### src/rtl/score_keeper_if.sv
// rtl/score_keeper_if.sv - game-phase controls in, score digits and state flags out
interface score_keeper_if;
  logic       Start;
  logic       Ack;
  logic       Score;
  logic       Lose;
  logic       Tick_EN;
  logic [3:0] SSD3;
  logic [3:0] SSD2;
  logic [3:0] SSD1;
  logic [3:0] SSD0;
  logic [3:0] Blank;
  logic       Q_Idle;
  logic       Q_Play;
  logic       Q_Over;
  logic       New_High;

  modport master (
    output Start, Ack, Score, Lose, Tick_EN,
    input  SSD3, SSD2, SSD1, SSD0, Blank, Q_Idle, Q_Play, Q_Over, New_High
  );

  modport slave (
    input  Start, Ack, Score, Lose, Tick_EN,
    output SSD3, SSD2, SSD1, SSD0, Blank, Q_Idle, Q_Play, Q_Over, New_High
  );
endinterface

### src/rtl/score_keeper.sv
// rtl/score_keeper.sv - BCD score / high score keeper with idle/play/over game FSM
module score_keeper #(
  parameter int MAX_SCORE   = 99,
  parameter int BLINK_TICKS = 4
) (
  input  logic          Clk,
  input  logic          reset_n,
  score_keeper_if.slave sk
);

  typedef enum logic [1:0] {
    S_IDLE = 2'd0,
    S_PLAY = 2'd1,
    S_OVER = 2'd2
  } state_t;

  localparam logic [3:0] MAX_TENS   = 4'(MAX_SCORE / 10);
  localparam logic [3:0] MAX_ONES   = 4'(MAX_SCORE % 10);
  localparam logic [3:0] BLINK_LAST = 4'(BLINK_TICKS - 1);
  localparam logic [3:0] BLANK_HI   = 4'b1100;

  state_t     state_q, state_d;
  logic [3:0] cur_tens_q, cur_tens_d;
  logic [3:0] cur_ones_q, cur_ones_d;
  logic [3:0] hi_tens_q, hi_tens_d;
  logic [3:0] hi_ones_q, hi_ones_d;
  logic       new_high_q, new_high_d;
  logic [3:0] blink_cnt_q, blink_cnt_d;
  logic       blink_phase_q, blink_phase_d;
  logic [3:0] blank_q, blank_d;

  logic [3:0] inc_tens, inc_ones;
  logic [3:0] fin_tens, fin_ones;
  logic       at_max;
  logic       beats_high;

  // BCD increment that saturates at MAX_SCORE; the score only ever steps by one,
  // so it can never skip past the saturation point.
  always_comb begin
    at_max   = (cur_tens_q == MAX_TENS) && (cur_ones_q == MAX_ONES);
    inc_tens = cur_tens_q;
    inc_ones = cur_ones_q;
    if (!at_max) begin
      if (cur_ones_q == 4'd9) begin
        inc_ones = 4'd0;
        inc_tens = cur_tens_q + 4'd1;
      end else begin
        inc_ones = cur_ones_q + 4'd1;
      end
    end
  end

  // A Score pulse in the losing cycle counts before the high-score compare.
  always_comb begin
    fin_tens   = sk.Score ? inc_tens : cur_tens_q;
    fin_ones   = sk.Score ? inc_ones : cur_ones_q;
    beats_high = (fin_tens > hi_tens_q) ||
                 ((fin_tens == hi_tens_q) && (fin_ones > hi_ones_q));
  end

  always_comb begin
    state_d       = state_q;
    cur_tens_d    = cur_tens_q;
    cur_ones_d    = cur_ones_q;
    hi_tens_d     = hi_tens_q;
    hi_ones_d     = hi_ones_q;
    new_high_d    = new_high_q;
    blink_cnt_d   = 4'd0;
    blink_phase_d = 1'b0;

    case (state_q)
      S_IDLE: begin
        if (sk.Start) begin
          state_d    = S_PLAY;
          cur_tens_d = 4'd0;
          cur_ones_d = 4'd0;
          new_high_d = 1'b0;
        end
      end
      S_PLAY: begin
        cur_tens_d = fin_tens;
        cur_ones_d = fin_ones;
        if (sk.Lose) begin
          state_d    = S_OVER;
          new_high_d = beats_high;
          if (beats_high) begin
            hi_tens_d = fin_tens;
            hi_ones_d = fin_ones;
          end
        end
      end
      S_OVER: begin
        blink_cnt_d   = blink_cnt_q;
        blink_phase_d = blink_phase_q;
        if (sk.Ack) begin
          state_d       = S_IDLE;
          blink_cnt_d   = 4'd0;
          blink_phase_d = 1'b0;
        end else if (sk.Tick_EN) begin
          if (blink_cnt_q == BLINK_LAST) begin
            blink_cnt_d   = 4'd0;
            blink_phase_d = ~blink_phase_q;
          end else begin
            blink_cnt_d = blink_cnt_q + 4'd1;
          end
        end
      end
      default: begin
        state_d = S_IDLE;
      end
    endcase

    case (state_d)
      S_PLAY:  blank_d = 4'b0000;
      S_OVER:  blank_d = blink_phase_d ? BLANK_HI : 4'b0000;
      default: blank_d = BLANK_HI;
    endcase
  end

  always_ff @(posedge Clk or negedge reset_n) begin
    if (!reset_n) begin
      state_q       <= S_IDLE;
      cur_tens_q    <= 4'd0;
      cur_ones_q    <= 4'd0;
      hi_tens_q     <= 4'd0;
      hi_ones_q     <= 4'd0;
      new_high_q    <= 1'b0;
      blink_cnt_q   <= 4'd0;
      blink_phase_q <= 1'b0;
      blank_q       <= BLANK_HI;
    end else begin
      state_q       <= state_d;
      cur_tens_q    <= cur_tens_d;
      cur_ones_q    <= cur_ones_d;
      hi_tens_q     <= hi_tens_d;
      hi_ones_q     <= hi_ones_d;
      new_high_q    <= new_high_d;
      blink_cnt_q   <= blink_cnt_d;
      blink_phase_q <= blink_phase_d;
      blank_q       <= blank_d;
    end
  end

  assign sk.SSD3     = cur_tens_q;
  assign sk.SSD2     = cur_ones_q;
  assign sk.SSD1     = hi_tens_q;
  assign sk.SSD0     = hi_ones_q;
  assign sk.Blank    = blank_q;
  assign sk.New_High = new_high_q;
  assign sk.Q_Idle   = (state_q == S_IDLE);
  assign sk.Q_Play   = (state_q == S_PLAY);
  assign sk.Q_Over   = (state_q == S_OVER);

endmodule

### src/flat_wrapper.sv
// flat-port wrapper written by rule: the top's interface ports become plain ports
module score_keeper_flat 
#(
  parameter int MAX_SCORE   = 99,
  parameter int BLINK_TICKS = 4
)
  (Clk, reset_n, sk_Start, sk_Ack, sk_Score, sk_Lose, sk_Tick_EN, sk_SSD3, sk_SSD2, sk_SSD1, sk_SSD0, sk_Blank, sk_Q_Idle, sk_Q_Play, sk_Q_Over, sk_New_High);
  score_keeper_if sk_i ();
  input  logic Clk;
  input  logic reset_n;
  input wire logic [$bits(sk_i.Start)-1:0] sk_Start;
  input wire logic [$bits(sk_i.Ack)-1:0] sk_Ack;
  input wire logic [$bits(sk_i.Score)-1:0] sk_Score;
  input wire logic [$bits(sk_i.Lose)-1:0] sk_Lose;
  input wire logic [$bits(sk_i.Tick_EN)-1:0] sk_Tick_EN;
  output wire logic [$bits(sk_i.SSD3)-1:0] sk_SSD3;
  output wire logic [$bits(sk_i.SSD2)-1:0] sk_SSD2;
  output wire logic [$bits(sk_i.SSD1)-1:0] sk_SSD1;
  output wire logic [$bits(sk_i.SSD0)-1:0] sk_SSD0;
  output wire logic [$bits(sk_i.Blank)-1:0] sk_Blank;
  output wire logic [$bits(sk_i.Q_Idle)-1:0] sk_Q_Idle;
  output wire logic [$bits(sk_i.Q_Play)-1:0] sk_Q_Play;
  output wire logic [$bits(sk_i.Q_Over)-1:0] sk_Q_Over;
  output wire logic [$bits(sk_i.New_High)-1:0] sk_New_High;
  assign sk_i.Start = sk_Start;
  assign sk_i.Ack = sk_Ack;
  assign sk_i.Score = sk_Score;
  assign sk_i.Lose = sk_Lose;
  assign sk_i.Tick_EN = sk_Tick_EN;
  assign sk_SSD3 = sk_i.SSD3;
  assign sk_SSD2 = sk_i.SSD2;
  assign sk_SSD1 = sk_i.SSD1;
  assign sk_SSD0 = sk_i.SSD0;
  assign sk_Blank = sk_i.Blank;
  assign sk_Q_Idle = sk_i.Q_Idle;
  assign sk_Q_Play = sk_i.Q_Play;
  assign sk_Q_Over = sk_i.Q_Over;
  assign sk_New_High = sk_i.New_High;
  score_keeper #(.MAX_SCORE(MAX_SCORE), .BLINK_TICKS(BLINK_TICKS)) u_core (.Clk(Clk), .reset_n(reset_n), .sk(sk_i));
endmodule
### config.mk
export PLATFORM = sky130hd
export DESIGN_NAME = score_keeper_flat
export DESIGN_NICKNAME = d
export VERILOG_FILES = /design/src/rtl/score_keeper_if.sv /design/src/rtl/score_keeper.sv /design/src/flat_wrapper.sv
export SDC_FILE = /design/constraint.sdc
export NUM_CORES = 1
export LEC_CHECK = 0
export ABC_AREA = 1
export CAP_MARGIN = 10
export CELL_PAD_IN_SITES_DETAIL_PLACEMENT = 1
export CELL_PAD_IN_SITES_GLOBAL_PLACEMENT = 1
export CORE_MARGIN = 1.5
export CORE_UTILIZATION = 40
export CTS_BUF_LIST = sky130_fd_sc_hd__clkbuf_8
export CTS_CLUSTER_DIAMETER = 30
export DETAILED_ROUTE_END_ITERATION = 10
export DONT_BUFFER_PORTS = 1
export HOLD_SLACK_MARGIN = 0.08
export PLACE_DENSITY_LB_ADDON = 0.1
export SLEW_MARGIN = 30
export SYNTH_ARGS = -nofsm -noshare
export SYNTH_HDL_FRONTEND = slang
export SYNTH_SLANG_ARGS = --single-unit
### constraint.sdc
create_clock -name Clk -period 2.56 [get_ports Clk]
set_clock_uncertainty 0.05 [all_clocks]
set_input_delay 0.128 -clock Clk [delete_from_list [all_inputs] [get_ports Clk]]
set_output_delay 0.128 -clock Clk [all_outputs]
set_load 0.01 [all_outputs]
== Word level (Yosys, flattened, before mapping) ==
Cells that the tools add are included.

* Output and inout bits: 24
* Register bits: 28
* Input port bits: 7
* Logic and storage cells: 60

* Equality and inequality tests: 11
* Reduce and logical (&&, ||, !) cells: 8
* Add/sub/neg operators: 3
* Multiplexer cells: 26
* $lt $le $gt $ge: 2
* Bitwise operators: 1

{| class="wikitable"
|+ Operator list
! operator !! count
|-
| 2-to-1 mux 4 bit || 12
|-
| case mux 4 bit (2 select lines) || 3
|-
| adder 4 x 1 -> 4 bit (second input constant) || 3
|-
| == test 4 bit (second input constant) || 2
|-
| greater-than comparator 4 bit || 2
|-
| 2-to-1 mux 1 bit || 6
|-
| 2-to-1 mux 2 bit || 3
|-
| case mux 2 bit (3 select lines) || 1
|-
| AND reduction 3 bit || 2
|-
| == test 2 x 1 -> 1 bit (second input constant) || 2
|-
| == test 2 bit (second input constant) || 2
|-
| == test 4 x 2 -> 1 bit (second input constant) || 1
|-
| == test 4 bit || 1
|-
| != test 2 bit (second input constant) || 2
|-
| != test 3 bit (second input constant) || 1
|-
| logical AND 1 bit || 2
|-
| logical NOT 2 bit || 1
|-
| case mux 1 bit (2 select lines) || 1
|-
| AND reduction 2 bit || 1
|-
| nonzero test 2 bit || 1
|-
| logical OR 1 bit || 1
|-
| inverter 1 bit || 1
|}

== Depth between registers and ports, before layout ==
Gate-level depths: netlist (run 1).

* Depth after elaboration: 9
* Mapped depth: 20

== Least setup slack after synthesis (run 1) ==
Ideal clock, no wire load.

* Kind: reg2reg
* From: register u_core.cur_ones_q[1] (netlist: u_core.sk.SSD2[1])
* To: register u_core.hi_tens_q[0] (netlist: u_core.sk.SSD1[0])
* Required time: 2392 ps
* Data arrival time: 2087 ps
* Path buffers: 0
* Stages on the path, launching flop included: 18
* Path slack: 305 ps
* Library setup time: 118 ps
* Period minus slack after synthesis: 2255 ps
* Cells stage by stage: dfrtp_1 -> inv_1 -> ha_1 -> nand2_1 -> nor2_1 -> nand2_1 -> o21ai_1 -> nand2_2 -> ha_1 -> nand2_1 -> nor2_2 -> nor2_1 -> nand2_1 -> nand2_2 -> clkinv_4 -> nand2_4 -> nand2_1 -> nand2_1

* Cells in the longest elaborated chain, start to end: 8
* Elaborated cells between the ends (all ways): 15

{| class="wikitable"
|+ RTL lines
! element !! line !! text
|-
| start: declaration || score_keeper.sv:24 || <nowiki>logic [3:0] cur_ones_q, cur_ones_d;</nowiki>
|-
| start signal: assignment || score_keeper.sv:134 || <nowiki>cur_ones_q <= cur_ones_d;</nowiki>
|-
| == test 4 bit (*) || score_keeper.sv:40, score_keeper.sv:44 ||
|-
| 2-to-1 mux 4 bit or logical AND 1 bit (tied branches) || score_keeper.sv:44, score_keeper.sv:40 ||
|-
| 2-to-1 mux 4 bit (*) || score_keeper.sv:43 || <nowiki>if (!at_max) begin</nowiki>
|-
| 2-to-1 mux 4 bit (*) || score_keeper.sv:55 || <nowiki>fin_tens = sk.Score ? inc_tens : cur_tens_q;</nowiki>
|-
| named net u_core.fin_tens[3] || score_keeper.sv:33 || <nowiki>logic [3:0] fin_tens, fin_ones;</nowiki>
|-
| branches (longest 2 deep; another with greater-than comparator 4 bit) || n/a ||
|-
| logical OR 1 bit (*) || score_keeper.sv:57 || <nowiki>beats_high = (fin_tens > hi_tens_q) ||</nowiki>
|-
| AND reduction 3 bit (no source line) (*) || n/a ||
|-
| end signal: assignment || score_keeper.sv:135 || <nowiki>hi_tens_q <= hi_tens_d;</nowiki>
|-
| end: declaration || score_keeper.sv:25 || <nowiki>logic [3:0] hi_tens_q, hi_tens_d;</nowiki>
|}

Mark *: on every way through the listed nets, which the timed path passes.
A chain may end at the register's enable or synchronous reset.

== Final worst setup path (run 1) ==
* From: register u_core.cur_ones_q[1] (netlist: u_core.sk.SSD2[1])
* To: register u_core.hi_tens_q[1] (netlist: u_core.sk.SSD1[1])

* Cells in the longest elaborated chain, start to end: 8
* Elaborated cells between the ends (all ways): 15

{| class="wikitable"
|+ RTL lines
! element !! line !! text
|-
| adder 4 x 1 -> 4 bit or == test 4 bit (tied branches) || score_keeper.sv:48, score_keeper.sv:40, score_keeper.sv:44 ||
|-
| 2-to-1 mux 4 bit or logical AND 1 bit (tied branches) || score_keeper.sv:44, score_keeper.sv:40 ||
|-
| 2-to-1 mux 4 bit || score_keeper.sv:43 ||
|-
| 2-to-1 mux 4 bit, on equally long branches || score_keeper.sv:56, score_keeper.sv:55 ||
|-
| greater-than comparator 4 bit or == test 4 bit (tied branches) || score_keeper.sv:58 || <nowiki>((fin_tens == hi_tens_q) && (fin_ones > hi_ones_q));</nowiki>
|-
| logical AND 1 bit || score_keeper.sv:58 ||
|-
| logical OR 1 bit || score_keeper.sv:57 ||
|-
| AND reduction 3 bit (no source line) || n/a ||
|}

Several ways; a longest one is shown, not always the timed one.

==> impl.org, run 1 <==
** Global route
- Global-route usage over all layers :: 0.208
- The number of global-route vias before repair came to 1582.
- The first global-routing pass estimated 7.02 mm of wire.
- Entering global routing, the biggest net connects 26 pins.
- Grt total ovfl :: 0
- The initial antenna violation count was 0.

** Final layout
- Fill cells in the final layout number 463.
- Number of antenna diodes :: 0
- Of the cells placed in the final design, the portion with a size suffix greater than 1 is 0.190.
- From synthesis to final layout, the design area changed by 18.5%.
- At the end of the flow, the number of nets in the layout was 247.

** Synthesis
- Of the total synthesized cell area, the portion taken by XOR and XNOR cells is 0.0218.
- The cell count after synthesis came out at 207.
- Yosys cell types :: 26
- The post-synthesis compound-gate area fraction was 0.0879.
- The share of synthesized area in the top cell type comes to 0.373.
- After synthesis, the largest family of logic cells by area is simple AND/OR/NAND/NOR gates.
- The largest total area in the synthesized netlist belongs to dfrtp_1.
- Measured against the total synthesized area, the mux share comes to 0.
- Count of warnings emitted by yosys :: 0
- The average instance in the mapped netlist occupies 7.77 µm².
- Sorting the synthesized cells by area gives the leading types as dfrtp_1 (37%), nand2_1 (14%), ha_1 (10%).
- Simple-gate share of the synthesized area :: 0.292
- Synthesis-stage register bit count :: 25
- Synthesized-area fraction occupied by adder cells :: 0.101
- Of the synthesized area, sequential elements account for 0.390.
- The mapped netlist covers 0.00161 mm².

** Critical path
- Data arrives at the worst endpoint at 2.50 ns.
- The worst register-to-register path begins at u_core.sk.SSD2[1].
- STA classifies the critical path endpoint as a register.
- The worst setup path is launched from a register.
- The worst setup path is of the register to register kind.
- Endpoint of the worst-slack reg-to-reg timing path :: u_core.sk.SSD1[1]
- In this run the worst path has a maximum fanout of 9.
- Slack of the worst reg-to-reg path :: 0.22 ns
- The number of cells on the worst reg-to-reg path is 19.
- Worst path required time :: 2.72 ns

** STA
- Based on the critical path, the design can be clocked at up to 426 MHz.
- Dividing the final minimum period by the clock period gives 0.916.
- Counting I/O delays and the setup requirement, the final critical path takes 2.34 ns.
- Number of failing setup endpoints in the final timing report :: 0
- Final setup margin :: 0.215 ns
- The final hold violation count came to 0.
- Pins over their slew limit :: 0

** Route
- Via density per instance :: 5.07
- Wires add up to 3.97 mm.
- The detail route stage leaves a number of antenna-violating nets equal to 0.
- The first detailed-routing pass took 4 iterations.
- Via count :: 1390
- In the routed design, unresolved DRC markers number 0.
- Starting DRT DRC Count :: 15
- Dividing the detail-routed wire length by the instance count gives 14.5 µm.

** Clock tree
- After clock tree synthesis, the clock-pin slew on the worst setup and hold paths is 0.09 ns.
- Deepest clock path buffer count :: 2
- Clock sink count :: 25
- CTS tree :: built
- Number of levels in the clock H-tree :: 1
- The later pin in the worst-skew pair is clocked with a latency of 0.27 ns.
- Buffers inserted during clock tree synthesis total 3.
- Clock root buffer :: clkbuf_8

** Hold path
- The worst hold path was traced through 4 stages.
- Launch instance of the worst min-delay path :: sk_Score
- Path type of the worst min-delay path :: input port to register
- The worst hold path terminates at u_core.sk.SSD2[2].

** Die
- Die area :: 0.00441 mm²
- Overall die width :: 66.4 µm
- Cell row count :: 22
- # IOs :: 31
- In this run the standard cell core region covers 0.00377 mm².
- Floorplan die height :: 66.4 µm
- For this configuration, the core starts out at a cell density of 0.427.

** Power
- Lkg Pwr :: 0.000963 µW
- Power, Total :: 2050 µW
- Worst VDD drop :: 0.513 mV
- For this design the ratio of total power to cell area is 1070 mW/mm².

** Placement
- OpenSTA, run right after detailed placement, puts the worst setup slack at 0.0880 ns.
- At the end of routability-driven placement, the weighted congestion stood at 0.737.
- Hpwl dp :: 3.09 mm
- Buffers placed on the I/O ports in this run total 0.

** Status
- Outcome :: finished clean

** Flow run
- Number of max-cap violations :: 0
## where the power goes
group / switching (µW) / leakage, µW / internal [µW] / total, µW
Combinational: 746 / 0.000601 / 398 / 1140
Clock: 126 / 0.0000269 / 107 / 233
Sequential: 158 / 0.000335 / 512 / 669
Total: 1030 / 0.000963 / 1020 / 2050
## flip-flops by register name (all words and copies together) (netlist names)
register              flops
u_core.sk.New_High        1
u_core.state_q            2
u_core.blink_phase_q      1
u_core.sk.SSD3            4
u_core.sk.SSD0            4
u_core.blink_cnt_q        4
u_core.sk.SSD2            4
u_core.sk.SSD1            4
u_core.sk.Blank           1
## layer usage
metal / routed length (µm) / GRT usage / share of wire / up-vias
met5: 0 / 0 / 0 / -
met4: 37 / 0.0459 / 0.0093 / 0
met3: 109 / 0.0256 / 0.027 / 5
met2: 2200 / 0.411 / 0.55 / 20
met1: 1620 / 0.234 / 0.41 / 680
li1: - / - / - / 685
## final cells by class
class                           instances  area (µm²)  share of cell area
Inverter                               38         148              0.0774
Sequential cell                        25         628               0.329
Tap cell                               48        60.1              0.0315
Clock buffer                            3        41.3              0.0217
Timing Repair Buffer                   17         160              0.0840
Multi-Input combinational cell        142         866               0.454
Clock inverter                          1        3.75             0.00197
## worst max-delay path by stage
stage,start,endpoint,slack (ns),depth (start not counted)
floorplan,u_core.sk.SSD2[1],u_core.sk.SSD1[0],0.30,17
global placement,u_core.sk.SSD2[1],u_core.sk.SSD0[0],0.15,17
detailed placement,u_core.sk.SSD2[1],u_core.sk.SSD1[1],0.09,17
CTS,u_core.sk.SSD2[1],u_core.sk.SSD1[1],0.05,17
global route,u_core.sk.SSD2[1],u_core.sk.SSD1[1],-0.002,19
finish,u_core.sk.SSD2[1],u_core.sk.SSD1[1],0.22,19
## logic make-up (layout without fill, tap and decap cells)
group	Yosys count	count (layout)
compound gates	23	23
simple gates	100	100
xor+xnor	4	4
flops	25	25
other cells	1	2
fa+ha+maj	13	13
buf+inv	41	59
## synthesized netlist by cell type
cell type / n
nand2_1: 60
inv_1: 32
dfrtp_1: 24
nand3_1: 17
ha_1: 13
nor2_1: 7
o21ai_0: 7
o22ai_1: 6
inv_2: 5
nand2_2: 5
a21oi_1: 4
buf_4: 3
nand2_4: 3
o21ai_1: 3
nand3_2: 2
nand4_1: 2
nor2_2: 2
nor2_4: 2
xnor2_1: 2
xor2_1: 2
a21oi_2: 1
clkinv_4: 1
conb_1: 1
dfstp_2: 1
o21ai_2: 1
o21ai_4: 1
## cell usage in the layout (no fill, tap or decap), drive strengths merged
master,instances
o22ai,6
a21oi,5
buf,9
xnor2,2
nor2,11
inv,38
ha,13
dfrtp,24
dlygate4sd3,8
conb,2
clkinv,1
o21ai,12
nand4,2
clkbuf,3
nand3,19
nand2,68
xor2,2
dfstp,1
## through the flow
stage          hold WS [ns]   TNS, ns  utilization  cell area, µm²  std cells
6_report             0.0869         0        0.506            1910        274
3_5_place_dp         -0.217         0        0.452            1700        260
3_3_place_gp         -0.217         0        0.452            1700        260
4_1_cts              0.0926         0        0.490            1850        273
2_1_floorplan        -0.218         0            -            1610        208
5_1_grt               0.118  -0.00174        0.506            1910        274
## worst max-delay path, stage by stage (launching register included)
cell      delay, ns
dfrtp_1        0.40
inv_2          0.07
ha_4           0.14
nand3_4        0.10
nor2_4         0.17
nand2_4        0.08
inv_1          0.06
nand2_1        0.06
nand2_2        0.09
inv_1          0.05
ha_1           0.26
nand2_1        0.11
nor2_4         0.05
nor2_1         0.08
nand2_1        0.07
nand2_2        0.11
clkinv_4       0.10
nand2_8        0.11
nand2_1        0.06
nand2_1        0.07
## repair_timing
item                                    CTS  global route
hold endpoints to repair                 34             0
gates resized for setup                   0            12
hold buffers                              9             0
buffers inserted                          0             1
endpoints found under the setup margin    0             9
Note: power is estimated with default switching activity, not from simulation.
==> run 2: changes to the inputs <==
Clock period 2.56 ns to 2.4 ns, I/O delays scaled along.
==> run 2 against run 1 <==
Effect of this change: critical path depth is the same; final cell count up 2.9%; flip-flop and latch count is the same; largest power group unchanged; fmax fell by 2.3%; non-clock buffer count is 7 higher.
==> impl.org, run 2 (synthesis results as in run 1) <==
** STA
- Setup violations remaining at the end of the flow were counted as 0.
- Of the available clock period, the critical path in the final layout requires 1.00.
- Achievable Freq :: 417 MHz
- The number of pins exceeding their max-slew limit in the final report came to 0.
- The final hold violation count came to 0.
- Final setup margin :: 0.000687 ns
- The clock period could shrink to 2.40 ns.
- Setup repair after global routing missed its margin :: true

** Power
- Internal power comes to 1320 µW.
- Sequential share of power :: 0.259
- PD cells :: 1290 mW/mm²
- Across the VDD grid, the largest voltage drop is 0.685 mV.
- Summed over all cells, the static leakage comes to 0.00101 µW.
- Power dissipated by switching net loads :: 1440 µW
- Logic gate share of total power :: 0.649
- Switching Fraction :: 0.523
- The share of total power dissipated in the clock network is 0.092.

** Final layout
- Share of cells above drive strength 1 :: 0.355
- Final net count :: 255
- The top cell types in the final layout, fill and taps aside, are nand2_1 (41), inv_1 (27), dfrtp_1 (24), nand2_2 (20), buf_4 (15).
- The finished layout holds 282 standard cells, fillers aside.
- Layout area overhead :: 32.6%
- The number of antenna diodes in the final layout is 0.
- Leaving out fill and tap cells, the most frequent cell in the layout is nand2_1.
- Layout filler cell count :: 445

** Clock tree
- CTS placed an instance of clkbuf_8 at the clock tree root.
- Clk Latency, worst-skew pair :: 0.27 ns
- Buffers inserted during clock tree synthesis total 3.
- CTS saw 25 sinks.
- CTS tree :: built
- Deepest clock path buffer count :: 2
- Clock-pin slew was measured on the worst setup and hold paths at 0.09 ns.
- In this run the number of H-tree levels came out at 1.

** Die
- The die is 66.4 µm tall.
- Cell row count :: 22
- Die area :: 0.00441 mm²
- During I/O placement, the number of pins put on the boundary was 31.
- Core footprint :: 0.00377 mm²
- For this configuration, the core starts out at a cell density of 0.427.
- Overall die width :: 66.4 µm

** Critical path
- For the worst setup path, the data arrival time is 2.56 ns.
- Data on the critical path is required at its endpoint by 2.56 ns.
- CP Class :: register to register
- STA classifies the critical path startpoint as a register.
- Kind of end point of the critical path :: register
- Along the worst path, the maximum fanout reaches 4.

** Global route
- The first global-routing pass estimated 6.96 mm of wire.
- Global routing finished with a remaining overflow of 0.
- Number of global-route vias before repair :: 1586
- The initial antenna violation count came to 0.
- For this run, the total global-route usage over all layers was measured as 0.210.
- Entering global routing, the biggest net connects 26 pins.

** Placement
- At the end of routability-driven placement, the weighted congestion stood at 0.779.
- Detailed placement finished with a half-perimeter wire length of 3.23 mm.
- Port bufs :: 0
- Counting tap cells, the placed design contains a total of 262 instances.
- Pre-CTS WS :: -0.130 ns

** Route
- In this run the remaining antenna-violating nets after routing total 0.
- Average wire per standard cell :: 16.0 µm
- The first detailed-routing pass ran for 4 iterations.
- The routed layout has 1441 vias.
- Using the TritonRoute via totals, the vias-per-cell ratio works out to 5.11.
- For this block, the initial DRC count from the detailed router was 34.
- Number of design rule violations left after detail routing :: 0
- Wires add up to 4.53 mm.

** Status
- The flow ran to the end, and the final reports show no timing, DRC or antenna violations.

** Flow run
- Across the run, the number of max-cap violations was 0.

** Hold path
- Path type of the worst min-delay path :: input port to register
run 2: changes by cell type in the layout (fill, tap and decap cells not counted), sizes merged:
cell,previous run,this run
dlygate4sd3,8,7
nand2,68,69
buf,9,17
run 2: final cells by class:
class / instances / area (µm²) / share of cell area
clock buffer: 3 / 41.3 / 0.0194
timing repair buffer: 24 / 214 / 0.100
multi-input combinational: 143 / 1040 / 0.487
inverter: 38 / 148 / 0.0692
clock inverter: 1 / 3.75 / 0.00176
sequential: 25 / 627 / 0.294
tap: 48 / 60.1 / 0.0282
run 2: path summary, 6_finish.rpt:
kind / startpoint / endpoint / slack, ns / cells past startpoint
worst max-delay path: u_core.sk.SSD2[1] / u_core.sk.SSD0[3] / 0.0007 / 19
worst min-delay path: sk_Score / u_core.sk.SSD2[2] / 0.07 / 3
worst max register to register: u_core.sk.SSD2[1] / u_core.sk.SSD0[3] / 0.0007 / 19
worst min register to register: u_core.blink_cnt_q[0] / u_core.blink_cnt_q[0] / 0.52 / 1
max in group asynchronous: reset_n / u_core.sk.Blank[2] / 1.84 / 2
min in group asynchronous: reset_n / u_core.blink_cnt_q[1] / 0.23 / 2
run 2: worst max-delay path: stages (launching register included):
cell and delay (ns):
dfrtp_1 0.41, inv_2 0.09, ha_4 0.15, nand3_4 0.10, nor2_4 0.16, nand2_4 0.10
inv_2 0.06, nand2_2 0.05, nand2_2 0.09, inv_2 0.05, ha_4 0.26, nand2_4 0.05
nor2_4 0.08, nor2_1 0.05, nand2_1 0.07, nand2_2 0.08, buf_4 0.15, a21oi_4 0.13
nand2_1 0.07, nand2_1 0.08
run 2: power by group through the flow:
stage | Clock [µW] | Combinational [µW] | Sequential (µW)
2_1_floorplan | 0 | 768 | 700
3_3_place_gp | 0 | 981 | 703
3_5_place_dp | 0 | 1040 | 707
4_1_cts | 256 | 1290 | 709
5_1_grt | 268 | 1950 | 730
6_report | 252 | 1790 | 714
run 2: layer usage:
metal  vias up  routed length, µm  global-route usage
met5         -                  0                   0
met4         0                 18              0.0765
met3         2                119              0.0290
met2        22               2510               0.403
met1       712               1880               0.231
li1        705                  -                   -
run 2: per-stage QoR:
step                      total power (µW)  area [µm²]  hold WS, ns  utilization  TNS (ns)
after CTS                             2260        1930       0.0824        0.512         0
after floorplan                       1470        1610       -0.226            -         0
after detailed placement              1740        1720       -0.225        0.456    -0.937
after global placement                1680        1720       -0.225        0.456    -0.149
after global routing                  2950        2130        0.110        0.566    -0.723
final                                 2760        2130       0.0657        0.566         0
run 2: repair_timing:
action	in CTS	in global routing
endpoints found under the hold margin	33	0
setup endpoints to repair	9	9
cloned	0	1
pin swaps	4	30
buffers inserted	4	3
hold buffers	8	0
resized for setup	11	41
